File: src/rtl/instr_fetch_if.sv
// instr_fetch_if: instruction memory bus plus decode valid/ready handshake
interface instr_fetch_if #(parameter int WORD_SIZE = 16);
  logic [WORD_SIZE-1:0] pointer;
  logic [WORD_SIZE-1:0] mem_data;
  logic [WORD_SIZE-1:0] instr;
  logic [WORD_SIZE-1:0] instr_pc;
  logic instr_valid;
  logic instr_ready;
  modport master(output pointer, instr, instr_pc, instr_valid, input mem_data, instr_ready);
  modport slave(input pointer, instr, instr_pc, instr_valid, output mem_data, instr_ready);
endinterface

File: src/rtl/instr_fetch.sv
// instr_fetch: PC-driven fetch into a prefetch FIFO with branch redirect, halt and
// optional address bounds fault (enable with FETCH_BOUNDS_CHECK_EN).
module instr_fetch #(
  parameter int WORD_SIZE = 16,
  parameter int MEM_SIZE = 256,
  parameter int FIFO_DEPTH = 2,
  parameter int RESET_PC = 0
) (
  input logic clk,
  input logic reset,
  instr_fetch_if.master bus,
  input logic branch_taken,
  input logic [WORD_SIZE-1:0] branch_target,
  input logic halt_req,
  output logic halted,
  output logic fault
);
  localparam int AW = $clog2(FIFO_DEPTH);
  typedef enum logic [1:0] {RUN, HALT, FAULT} state_t;
  state_t state, state_n;
  logic [WORD_SIZE-1:0] pc, pc_n, hold_instr, hold_pc;
  logic [WORD_SIZE-1:0] q_instr [FIFO_DEPTH];
  logic [WORD_SIZE-1:0] q_pc [FIFO_DEPTH];
  logic [AW:0] rd, wr, count;
  logic pop, fetch, push, oob, redirect, full;
  assign count = wr - rd;
  assign full = count == (AW+1)'(FIFO_DEPTH);
  assign bus.pointer = pc;
  assign bus.instr_valid = count != '0;
  // Outputs hold the last shown word while the FIFO is empty
  assign bus.instr = bus.instr_valid ? q_instr[rd[AW-1:0]] : hold_instr;
  assign bus.instr_pc = bus.instr_valid ? q_pc[rd[AW-1:0]] : hold_pc;
  assign pop = bus.instr_valid & bus.instr_ready;
  assign redirect = branch_taken && state != FAULT;
  assign fetch = state == RUN && !redirect && !halt_req && (!full || pop);
`ifdef FETCH_BOUNDS_CHECK_EN
  assign oob = pc >= WORD_SIZE'(MEM_SIZE);
  assign fault = state == FAULT;
`else
  assign oob = 1'b0;
  assign fault = 1'b0;
`endif
  assign push = fetch && !oob;
  assign halted = state == HALT && count == '0;
  always_comb begin
    state_n = redirect ? RUN : (state == RUN && halt_req) ? HALT : (fetch && oob) ? FAULT : state;
    pc_n = redirect ? branch_target : push ? pc + 1'b1 : pc;
  end
  always_ff @(posedge clk) begin
    if (reset) begin
      state <= RUN;
      pc <= WORD_SIZE'(RESET_PC);
      rd <= '0;
      wr <= '0;
      hold_instr <= '0;
      hold_pc <= '0;
    end else begin
      state <= state_n;
      pc <= pc_n;
      hold_instr <= bus.instr;
      hold_pc <= bus.instr_pc;
      if (redirect) begin
        rd <= '0;
        wr <= '0;
      end else begin
        if (pop) rd <= rd + 1'b1;
        if (push) wr <= wr + 1'b1;
      end
    end
  end
  always_ff @(posedge clk) begin
    if (push) begin
      q_instr[wr[AW-1:0]] <= bus.mem_data;
      q_pc[wr[AW-1:0]] <= pc;
    end
  end
endmodule

File: src/flat_wrapper.sv
// flat-port wrapper written by rule: the top's interface ports become plain ports
module instr_fetch_flat 
#(
  parameter int WORD_SIZE = 16,
  parameter int MEM_SIZE = 256,
  parameter int FIFO_DEPTH = 2,
  parameter int RESET_PC = 0
)
  (clk, reset, branch_taken, branch_target, halt_req, halted, fault, bus_pointer, bus_instr, bus_instr_pc, bus_instr_valid, bus_mem_data, bus_instr_ready);
  instr_fetch_if #(.WORD_SIZE(WORD_SIZE)) bus_i ();
  input logic clk;
  input logic reset;
  input logic branch_taken;
  input logic [WORD_SIZE-1:0] branch_target;
  input logic halt_req;
  output logic halted;
  output logic fault;
  output wire logic [$bits(bus_i.pointer)-1:0] bus_pointer;
  output wire logic [$bits(bus_i.instr)-1:0] bus_instr;
  output wire logic [$bits(bus_i.instr_pc)-1:0] bus_instr_pc;
  output wire logic [$bits(bus_i.instr_valid)-1:0] bus_instr_valid;
  input wire logic [$bits(bus_i.mem_data)-1:0] bus_mem_data;
  input wire logic [$bits(bus_i.instr_ready)-1:0] bus_instr_ready;
  assign bus_pointer = bus_i.pointer;
  assign bus_instr = bus_i.instr;
  assign bus_instr_pc = bus_i.instr_pc;
  assign bus_instr_valid = bus_i.instr_valid;
  assign bus_i.mem_data = bus_mem_data;
  assign bus_i.instr_ready = bus_instr_ready;
  instr_fetch #(.WORD_SIZE(WORD_SIZE), .MEM_SIZE(MEM_SIZE), .FIFO_DEPTH(FIFO_DEPTH), .RESET_PC(RESET_PC)) u_core (.clk(clk), .reset(reset), .bus(bus_i), .branch_taken(branch_taken), .branch_target(branch_target), .halt_req(halt_req), .halted(halted), .fault(fault));
endmodule
File: config.mk
export PLATFORM = sky130hd
export DESIGN_NAME = instr_fetch_flat
export DESIGN_NICKNAME = d
export VERILOG_FILES = /design/src/rtl/instr_fetch_if.sv /design/src/rtl/instr_fetch.sv /design/src/flat_wrapper.sv
export SDC_FILE = /design/constraint.sdc
export NUM_CORES = 1
export LEC_CHECK = 0
export BUFFER_PORTS_ARGS = -buffer_cell sky130_fd_sc_hd__buf_4
export CORE_ASPECT_RATIO = 2
export CORE_MARGIN = 10
export CORE_UTILIZATION = 49
export DETAILED_ROUTE_END_ITERATION = 10
export PLACE_DENSITY = 0.83
export SYNTH_ARGS = -nofsm -noshare
export SYNTH_HDL_FRONTEND = slang
export SYNTH_SLANG_ARGS = --single-unit
File: constraint.sdc
create_clock -name clk -period 3.95 [get_ports clk]
set_input_delay 0.79 -clock clk [delete_from_list [all_inputs] [get_ports clk]]
set_output_delay 0.79 -clock clk [all_outputs]
set_load 0.02 [all_outputs]
* Yosys cells after proc, flatten, opt, wreduce, memory -nomap -nowiden
Memory sizes are Yosys's and may differ from the RTL's. A register that Yosys moved wholly into a read port is not among the register bits.
Index checks and enable logic that the tools add are counted.
** Storage, ports and cells
- Register bits after elaboration :: 53
- RAM bits :: 64
- Input bits :: 37
- Output and inout bits :: 51
- Memories kept :: 2
** Operators by class
- Add/sub/neg operators :: 4
- Eq/ne operators :: 1
- Muxes and demuxes :: 10
- Bitwise logic cells :: 1
- Reductions and logical operators :: 14
** Memory list
- u_core.q_instr :: depth 2, width 16, read ports 1, clocked after memory_dff 1, write ports 1, line instr_fetch.sv:22 : logic [WORD_SIZE-1:0] q_instr [FIFO_DEPTH];
- u_core.q_pc :: depth 2, width 16, read ports 1, clocked after memory_dff 1, write ports 1, line instr_fetch.sv:23 : logic [WORD_SIZE-1:0] q_pc [FIFO_DEPTH];
** Operators with widths (number)
- $mux W16 :: 4
- $add A16 B1 Y16 const B :: 1
- $mux W1 :: 6
- $logic_and A1 B1 Y1 :: 5
- $add A2 B1 Y2 const B :: 2
- $logic_not A2 Y1 :: 2
- $reduce_bool A2 Y1 :: 2
- $logic_not A1 Y1 :: 3
- $eq A2 B2 Y1 const B :: 1
- $reduce_or A2 Y1 :: 1
- $sub A2 B2 Y2 :: 1
- $and A1 B1 Y1 :: 1
- $logic_or A1 B1 Y1 :: 1

* Longest topological paths before layout
Gate-level depths: netlist (run 1).
- Depth in word-level cells :: 7
- Depth in mapped cells :: 6

* Least setup slack after synthesis (run 1)
Ideal clock, no wire load.
- Path type :: input to register
- Start point :: input halt_req
- End point :: memory u_core.q_instr[1][0], enable pin
- Setup time :: 468 ps
- Data arrival time :: 3563 ps
- Data required time :: 3482 ps
- Slack :: -81 ps
- Stages :: 3
- Path buffers :: 0
- Path through :: nor2_1 > o31ai_2 > nor3b_1
** Between the ends
- Longest elaborated chain between the ends :: 5
** RTL lines
- start: declaration :: line flat_wrapper.sv:15 : input logic halt_req;
- $logic_not A1 Y1 :: line instr_fetch.sv:35 : assign fetch = state == RUN && !redirect && !halt_req && (!full || pop);
- $logic_and A1 B1 Y1 (2 in a row) :: line instr_fetch.sv:35
- $mux W1 :: line instr_fetch.sv:72 : if (push) begin
- $mux W1 (implied by the code) :: line instr_fetch.sv:73 : q_instr[wr[AW-1:0]] <= bus.mem_data;
- end: declaration :: line instr_fetch.sv:22
Every way passes these cells.

* Worst setup path in the final report (run 1)
- Start point :: register u_core.wr[0]
- End point :: output bus_instr_pc[12]
** Between the ends
- Longest elaborated chain between the ends :: 3
** RTL lines
- start: declaration :: line instr_fetch.sv:24 : logic [AW:0] rd, wr, count;
- start signal: assignment :: line instr_fetch.sv:67 : if (push) wr <= wr + 1'b1;
- $sub A2 B2 Y2 :: line instr_fetch.sv:26 : assign count = wr - rd;
- $reduce_bool A2 Y1 :: line instr_fetch.sv:29 : assign bus.instr_valid = count != '0;
- $mux W16 :: line instr_fetch.sv:32 : assign bus.instr_pc = bus.instr_valid ? q_pc[rd[AW-1:0]] : hold_pc;
- end: declaration :: line flat_wrapper.sv:20 : output wire logic [$bits(bus_i.instr_pc)-1:0] bus_instr_pc;
Every way passes these cells.

==> flow_metrics.tcl, run 1 <==
set metrics [dict create \
    min_from "u_core.hold_pc[0]" \
    numPortBuffers 86 \
    power_density_mw_per_mm2 533 \
    multi_input_area_mm2 0.00155 \
    clkSinkCount 118 \
    maxCapViolations 0 \
    gp_congestion 0.764 \
    r2r_setup_slack_ns 1.63 \
    hold_depth 2 \
    core_mm2 0.00932 \
    rsz0062_at_grt "no" \
    drive_gt1_share_pct 25.6 \
    hold_viol_final 0 \
    clock-root-buffer "clkbuf_16" \
    cts.htree.levels 4 \
    drt-met1-wl_um 3750 \
    fin_crit_sh_pct 87.8 \
    crit_type "flip-flop to primary output" \
    synth_area_mm2 0.00468 \
    drv_slew 0 \
    start_util_pct 50.2 \
    wl_per_cell_um 17.7 \
    grt_pass1_wl_um 16100 \
    crit_fanout 55 \
    drc_errors 0 \
    yosysWarnings 0 \
    period_needed_ns 3.47 \
    yosysTopAreaCell "edfxtp_1" \
    cts_made_buffers 17 \
    clk_pin_slew_ns 0.05 \
    vias 3302 \
    max_freq_mhz 288 \
    setup_viol 0 \
    clk_path_buf_depth 2 \
    seqCellArea_mm2 0.00300 \
    cts_tree "done" \
    placed_area_mm2 0.00540 \
    grt_max_degree 56 \
    final_cell_mix "buf_4, edfxtp_1, nor2_1, dfxtp_1, a211oi_1" \
    grt_overflow 0 \
    worst_slew_pin_slew_ns 1.04 \
    r2r-end "u_core.hold_pc[6]" \
    wl_met3_um 542 \
    postLayoutCellArea_mm2 0.00592 \
    avgSynthCellArea_um2 12.2 \
    outcome "finished, final reports clean" \
    row_count 50 \
    die_area_mm2 0.0141 \
    finalClockSkew_ns 0.00857 \
    leakagePower_nw 2.14 \
    reg2reg_depth 5 \
    synth_nets 420 \
    nNetsFinal 502 \
    synthDistinctLibCells 38 \
    wl_um 10300 \
    die_w_um 89.1 \
    cp_data_required_time_ns 3.16 \
    synth_top_area_share_pct 41.1 \
    cts_resized 0 \
    synth_seq_cells 118 \
    synth_sequential_area_ratio_pct 64.2 \
    vias_per_cell 5.68 \
    setup_tns_ns 0 \
    first_global_vias 3380 \
    top_layer_used "met4" \
    dp_hpwl_um 7050 \
    fillers 717 \
    io_pins 88 \
    grt_use_total_pct 15.1 \
    ys_top_cells_by_area "edfxtp_1, dfxtp_1, mux2i_1" \
    post_cts_buffers 0 \
    holdPathEnd "u_core.hold_pc[0]" \
    clock_latency_ns 0.39 \
    synthCells 382 \
    vdd_ir_drop_max_mv 0.396 \
    antenna_found_initial 0 \
    pre_cts_slack_ns 0.896 \
    n_antenna_cell 0 \
    die_height_um 158 \
    max_slew_margin_pct 30.9 \
    start_kind "flip-flop" \
    detail_route.iter0.violations 218 \
    hp-class "flip-flop to flip-flop" \
    r2r_start "u_core.wr[0]" \
    hold_buffers 0 \
    finalWorstSetupSlack_ns 0.480 \
    final_common_cell "buf_4" \
    first_pass_iters 4 \
    endpoint_kind "primary output" \
    ant_nets 0 \
    dr_wl_met2_um 5650 \
    cp.arrival_ns 2.68 \
    areaGrowthSynthToFinish_pct 26.6 \
]
==> critical path: stages, from the launching register on <==
cell and delay [ns]:
dfxtp_1 0.47, xor2_2 0.38, or2_2 0.71, buf_12 0.31, nor2_1 0.10, a21oi_1 0.13, buf_4 0.17
==> sequential cells by signal (all words and copies together), names as in the netlist, named ones only <==
register,cells
u_core.q_instr,32
u_core.rd,2
u_core.q_pc,32
u_core.state,1
u_core.bus.pointer,16
u_core.hold_instr,16
u_core.wr,2
u_core.hold_pc,16
==> power breakdown <==
group	total (mW)	internal, mW	switching (mW)
Clock	1.34	0.871	0.464
Sequential	1.41	1.36	0.0412
Combinational	0.415	0.166	0.248
Total	3.16	2.40	0.754
==> logic make-up (layout without fill, tap and decap cells) <==
family,count (synthesis),count (layout),synth area share (%)
flops,118,118,64.2
buf+inv,33,128,2.92
simple gates,83,83,8.35
xor+xnor,10,10,2.03
compound gates,103,103,15.1
other cells,1,1,0.0802
fa+ha+maj,1,1,0.267
mux,33,33,7.06
==> layer usage <==
layer | vias to the layer above | track usage, %
met5 | - | 0
met4 | 0 | 8.23
met3 | 17 | 5.15
met2 | 105 | 25.9
met1 | 1560 | 15.4
li1 | 1620 | -
==> worst max path at each step <==
stage	startpoint	end	depth (start not counted)
after CTS	u_core.wr[0]	bus_instr_pc[4]	6
after detailed placement	u_core.wr[0]	bus_instr_pc[12]	6
after floorplan	halt_req	u_core.q_instr[0][0]	3
after global placement	u_core.wr[0]	bus_instr_pc[3]	6
after global routing	u_core.wr[0]	bus_instr_pc[3]	6
final	u_core.wr[0]	bus_instr_pc[12]	6
==> area by class of cell <==
cell class,count,share of cell area (%)
clock inverters,6,0.888
repair buffers,90,11.6
multi-input cells,231,26.2
clock buffers,26,7.92
inverters,6,0.380
well taps,104,2.20
flip-flops and latches,118,50.7
==> stage by stage <==
stage | hold slack (ns) | utilization [%] | power (mW) | cells
after floorplan | 0.509 | - | 1.66 | 382
after global placement | 0.515 | 57.9 | 1.83 | 549
after detailed placement | 0.528 | 57.9 | 1.85 | 549
after CTS | 0.533 | 63.5 | 3.19 | 581
after global routing | 0.556 | 63.5 | 3.28 | 581
final | 0.533 | 63.5 | 3.16 | 581
==> synthesized netlist by cell type (all sizes together) <==
| library cell | number |
|---|---|
| edfxtp | 64 |
| nor3 | 1 |
| buf | 8 |
| xor2 | 9 |
| a21oi | 34 |
| or2 | 2 |
| inv | 6 |
| xnor2 | 1 |
| a31oi | 1 |
| nor4 | 2 |
| nand4 | 3 |
| a311oi | 9 |
| and2 | 1 |
| conb | 1 |
| and4 | 2 |
| nor3b | 1 |
| nand3 | 2 |
| or4 | 6 |
| o311ai | 4 |
| nand2 | 5 |
| o31ai | 8 |
| o31a | 4 |
| and4bb | 1 |
| o211ai | 1 |
| dfxtp | 54 |
| o21ai | 5 |
| mux2i | 33 |
| a211oi | 36 |
| nor2 | 53 |
| or3 | 4 |
| o21bai | 1 |
| ha | 1 |
| clkbuf | 19 |
No activity file was read; power rests on OpenSTA's default activity.
==> inputs of run 2 (changes only) <==
- CORE_UTILIZATION: 49 -> 44
- PLACE_DENSITY: 0.83 -> 0.76
==> flow_metrics.tcl, run 2 (synthesized netlist as in run 1, its figures left out) <==
set metrics [dict create \
    outcome "finished, final reports clean" \
    final_util_pct 57.5 \
    cts_resized 0 \
    setup_tns_ns 0 \
    final_common_cell "buf_4" \
    hold_depth 2 \
    die_w_um 92.9 \
    reg2reg_depth 4 \
    power_density_mw_per_mm2 551 \
    vias 3309 \
    clk_path_buf_depth 2 \
    fin_crit_sh_pct 79.0 \
    clockPowerShare_pct 45.4 \
    grt_overflow 0 \
    areaGrowthSynthToFinish_pct 28.9 \
    finalClockSkew_ns 0.0104 \
    power.switching_uw 812 \
    die_area_mm2 0.0154 \
    wl_per_cell_um 17.1 \
    top_layer_used "met4" \
    drv_slew 0 \
    detail_route.iter0.violations 149 \
    numPortBuffers 86 \
    drc_errors 0 \
    maxCapViolations 0 \
    vias_per_cell 5.39 \
    r2r_setup_slack_ns 1.87 \
    start_util_pct 44.6 \
    drt-met1-wl_um 4120 \
    grt_use_total_pct 13.9 \
    hold_viol_final 0 \
    hp-class "flip-flop to flip-flop" \
    core_mm2 0.0105 \
    r2r_start "u_core.wr[0]" \
    vdd_ir_drop_max_mv 0.327 \
    io_pins 88 \
    crit_fanout 98 \
    leakagePower_nw 2.16 \
    grt_max_degree 99 \
    gp_congestion 0.740 \
    n_antenna_cell 0 \
    path_cells "xor2_2 -> or2_2 -> buf_12 -> nor2_1 -> a21oi_1 -> buf_4" \
    p_int_mw 2.51 \
    rsz0062_at_grt "no" \
    die_height_um 166 \
    ant_nets 0 \
    cp_data_required_time_ns 3.16 \
    cts.htree.levels 4 \
    crit_start "u_core.wr[0]" \
    period_needed_ns 3.12 \
    multi_input_area_mm2 0.00155 \
    clock-root-buffer "clkbuf_16" \
    hold_buffers 0 \
    p_seq_share_pct 42.3 \
    holdWs_ns 0.532 \
    setup_viol 0 \
    cts_tree "done" \
    first_pass_iters 4 \
    post_cts_buffers 0 \
    max_slew_margin_pct 30.6 \
    clkSinkCount 118 \
    fillers 917 \
    dr_wl_met2_um 5690 \
    clock_latency_ns 0.41 \
    wl_um 10500 \
    cp.arrival_ns 2.33 \
    start_kind "flip-flop" \
    antenna_found_initial 0 \
    swShare_pct 24.4 \
    wl_met3_um 523 \
    drive_gt1_share_pct 26.8 \
    dp_hpwl_um 6940 \
    max_freq_mhz 321 \
    row_count 53 \
    cp_slowest_cell "dfxtp_1" \
    crit_path_end "bus_instr[0]" \
    first_global_vias 3345 \
    grt_pass1_wl_um 16900 \
    clk_pin_slew_ns 0.05 \
    r2r-end "u_core.q_instr[1][11]" \
    final_cell_mix "buf_4, edfxtp_1, nor2_1, dfxtp_1, a211oi_1" \
    slowest_delay_ns 0.48 \
    nNetsFinal 502 \
    crit_type "flip-flop to primary output" \
    worst_slew_pin_slew_ns 1.04 \
    endpoint_kind "primary output" \
    seqCellArea_mm2 0.00300 \
    p_comb_share_pct 12.4 \
    cts_made_buffers 17 \
]
run 2: changes by cell type in the layout (fill, tap and decap cells not counted), sizes merged:
cell	change
clkinv	+1
clkinvlp	+4
inv	+1
clkbuf	-8
bufinv	+2
run 2: cell type report:
cell class / instances / area share, %
flip-flops and latches: 118 / 49.8
multi-input cells: 231 / 25.8
repair buffers: 90 / 11.4
clock buffers: 18 / 7.12
well taps: 137 / 2.84
clock inverters: 14 / 2.64
inverters: 6 / 0.374
run 2: metal layers:
| metal | global-route usage, % | up-vias |
|---|---|---|
| met3 | 4.89 | 19 |
| met1 | 14.3 | 1582 |
| met5 | 0 | - |
| li1 | - | 1624 |
| met4 | 6.21 | 0 |
| met2 | 24.3 | 84 |
run 2: per-stage QoR:
stage                     instance area (um2)  cells  total power [mW]  setup WS (ns)
final                                    6030    614              3.32          0.831
after global routing                     6030    614              3.44          0.697
after CTS                                6030    614              3.35          0.838
after detailed placement                 5440    582              1.84           1.30
after global placement                   5440    582              1.83           1.39
after floorplan                          4680    382              1.66          0.116
run 2: how the worst min path moves through the flow:
| stage | endpoint | startpoint |
|---|---|---|
| 6_report | u_core.hold_pc[12] | u_core.hold_pc[12] |
| 5_1_grt | u_core.q_instr[1][10] | bus_mem_data[10] |
| 4_1_cts | u_core.q_pc[0][13] | u_core.bus.pointer[13] |
| 3_5_place_dp | u_core.q_pc[0][13] | u_core.bus.pointer[13] |
| 3_3_place_gp | u_core.hold_instr[6] | u_core.hold_instr[6] |
| 2_1_floorplan | u_core.state[0] | u_core.state[0] |
run 2: power groups by stage:
stage	combinational, mW	sequential (mW)	clock, mW
global route	0.449	1.41	1.58
floorplan	0.234	1.43	0
finish	0.411	1.40	1.51
global placement	0.408	1.43	0
detailed placement	0.415	1.43	0
CTS	0.417	1.40	1.53
run 2: worst max-delay path, delay by kind of cell, from the launching register on:
| family | cells | cell delay (ns) |
|---|---|---|
| and+or+nand+nor | 2 | 0.31 |
| buffers and inverters | 2 | 0.49 |
| xor gates and xnor gates | 1 | 0.37 |
| DFF | 1 | 0.48 |
| AOI/OAI and AO/OA | 1 | 0.19 |
==> inputs of run 3 (changes only) <==
- clock period: 3.95 -> 2.8 ns (I/O delays scaled with it)
==> flow_metrics.tcl, run 3 (synthesized netlist as in run 1, its figures left out) <==
set metrics [dict create \
    outcome "finished, final reports clean" \
    grt.met3_usage_pct 4.16 \
    vias 3339 \
    areaGrowthSynthToFinish_pct 29.9 \
    maxCapViolations 0 \
    rsz0062_at_grt "no" \
    core_mm2 0.0105 \
    grt_max_degree 50 \
    cp_data_required_time_ns 2.24 \
    start_kind "flip-flop" \
    setup_tns_ns 0 \
    numPortBuffers 86 \
    max_freq_mhz 374 \
    start_util_pct 44.6 \
    p_seq_share_pct 43.2 \
    postLayoutCellArea_mm2 0.00607 \
    vdd_ir_drop_max_mv 0.472 \
    hold_buffers 0 \
    holdPathEnd "u_core.q_instr[0][6]" \
    endpoint_kind "primary output" \
    leakagePower_nw 2.18 \
    setup_viol 0 \
    grt_overflow 0 \
    total_power_mw 4.58 \
    r2r-end "u_core.q_pc[1][5]" \
    drc_errors 0 \
    clock-root-buffer "clkbuf_16" \
    clk_path_buf_depth 2 \
    power_density_mw_per_mm2 754 \
    dp_hpwl_um 7200 \
    first_global_vias 3382 \
    worst_slew_pin_slew_ns 0.737 \
    final_cell_mix "buf_4, edfxtp_1, nor2_1" \
    clk_pin_slew_ns 0.05 \
    min_from "bus_mem_data[6]" \
    vias_per_cell 5.39 \
    r2r_start "u_core.wr[1]" \
    wl_per_cell_um 17.2 \
    detail_route.iter0.violations 118 \
    hp-class "input pin to flip-flop" \
    placedCellCount 585 \
    swShare_pct 24.4 \
    clockPowerShare_pct 43.5 \
    io_pins 88 \
    p_int_mw 3.46 \
    ant_nets 0 \
    busiest_layer "met2" \
    p_comb_share_pct 13.2 \
    antenna_found_initial 0 \
    crit_fanout 29 \
    drv_slew 0 \
    n_antenna_cell 0 \
    die_height_um 166 \
    hold_viol_final 0 \
    placed_area_mm2 0.00549 \
    grt_use_total_pct 14.0 \
    reg2reg_depth 4 \
    met2_usage_pct 24.3 \
    grt_pass1_wl_um 17000 \
    max_slew_margin_pct 50.6 \
    row_count 53 \
    clkSinkCount 118 \
    cp.arrival_ns 2.12 \
    cts_tree "done" \
    final_common_cell "buf_4" \
    gp_congestion 0.816 \
    die_area_mm2 0.0154 \
    drive_gt1_share_pct 27.2 \
    met1_usage_pct 14.7 \
    r2r_setup_slack_ns 0.69 \
    power.switching_mw 1.12 \
    period_needed_ns 2.68 \
    first_pass_iters 4 \
    fin_crit_sh_pct 95.6 \
    fin_cells 619 \
    wl_um 10600 \
    finalClockSkew_ns 0.00674 \
    hold_depth 1 \
    die_w_um 92.9 \
    cts_made_buffers 17 \
    nNetsFinal 507 \
    clock_latency_ns 0.40 \
    crit_type "flip-flop to primary output" \
    cts.htree.levels 4 \
    crit_start "u_core.rd[0]" \
]
[run 3: cell count changes in the layout (fill, tap and decap cells not counted), moves of 2 or more]
cell and change:
buf_4 +3, clkbuf_1 +3, buf_12 +2, clkinvlp_4 -2
[run 3: final cells by class]
cell class                 instances  area, um2
clock buffer                      21        440
clock inverter                    11        110
fill                             905       4400
inverter                           6       22.5
multi-input combinational        231       1570
sequential                       118       3010
tap                              137        171
timing repair buffer              95        751
[run 3: metrics by stage]
step                util (%)  setup slack, ns  hold WS (ns)
global route            58.0           0.0112         0.325
finish                  58.0            0.124         0.341
CTS                     57.8           0.0435         0.329
floorplan                  -            0.134         0.509
detailed placement      52.4            0.316         0.525
global placement        52.4            0.388         0.511
[run 3: how the worst max path moves through the flow]
stage | end | slack (ns) | cells after the start
2_1_floorplan | u_core.q_instr[1][0] | 0.13 | 3
3_3_place_gp | bus_instr_pc[9] | 0.39 | 6
3_5_place_dp | bus_instr[9] | 0.32 | 6
4_1_cts | bus_instr[9] | 0.04 | 6
5_1_grt | bus_instr[9] | 0.01 | 6
6_report | bus_instr[9] | 0.12 | 6
[run 3: power by group through the flow]
stage / Clock (mW) / Sequential, mW / Combinational, mW
finish: 1.99 / 1.98 / 0.606
global placement: 0 / 2.01 / 0.593
floorplan: 0 / 2.01 / 0.330
CTS: 2.02 / 1.98 / 0.610
detailed placement: 0 / 2.01 / 0.605
global route: 2.11 / 1.99 / 0.658
[run 3: repair_timing]
action                                  CTS  global route
buffers inserted                          0             2
endpoints found under the setup margin   25            22
pin swaps                                 0             2
gates resized for setup                   2             1
[run 3: per-layer routing]
| metal | share of wire (%) | vias up | wire (um) |
|---|---|---|---|
| met5 | 0 | - | 0 |
| met4 | 2.3 | 0 | 247 |
| met3 | 3.6 | 19 | 385 |
| met2 | 55 | 90 | 5800 |
| met1 | 39 | 1597 | 4190 |
| li1 | - | 1633 | - |
[run 3: worst max-delay path: stages, from the launching register on]
cell and delay, ns:
dfxtp_1 0.45, xor2_4 0.28, or2_4 0.28, buf_12 0.20, nor2_1 0.08, a21oi_1 0.22
buf_4 0.20
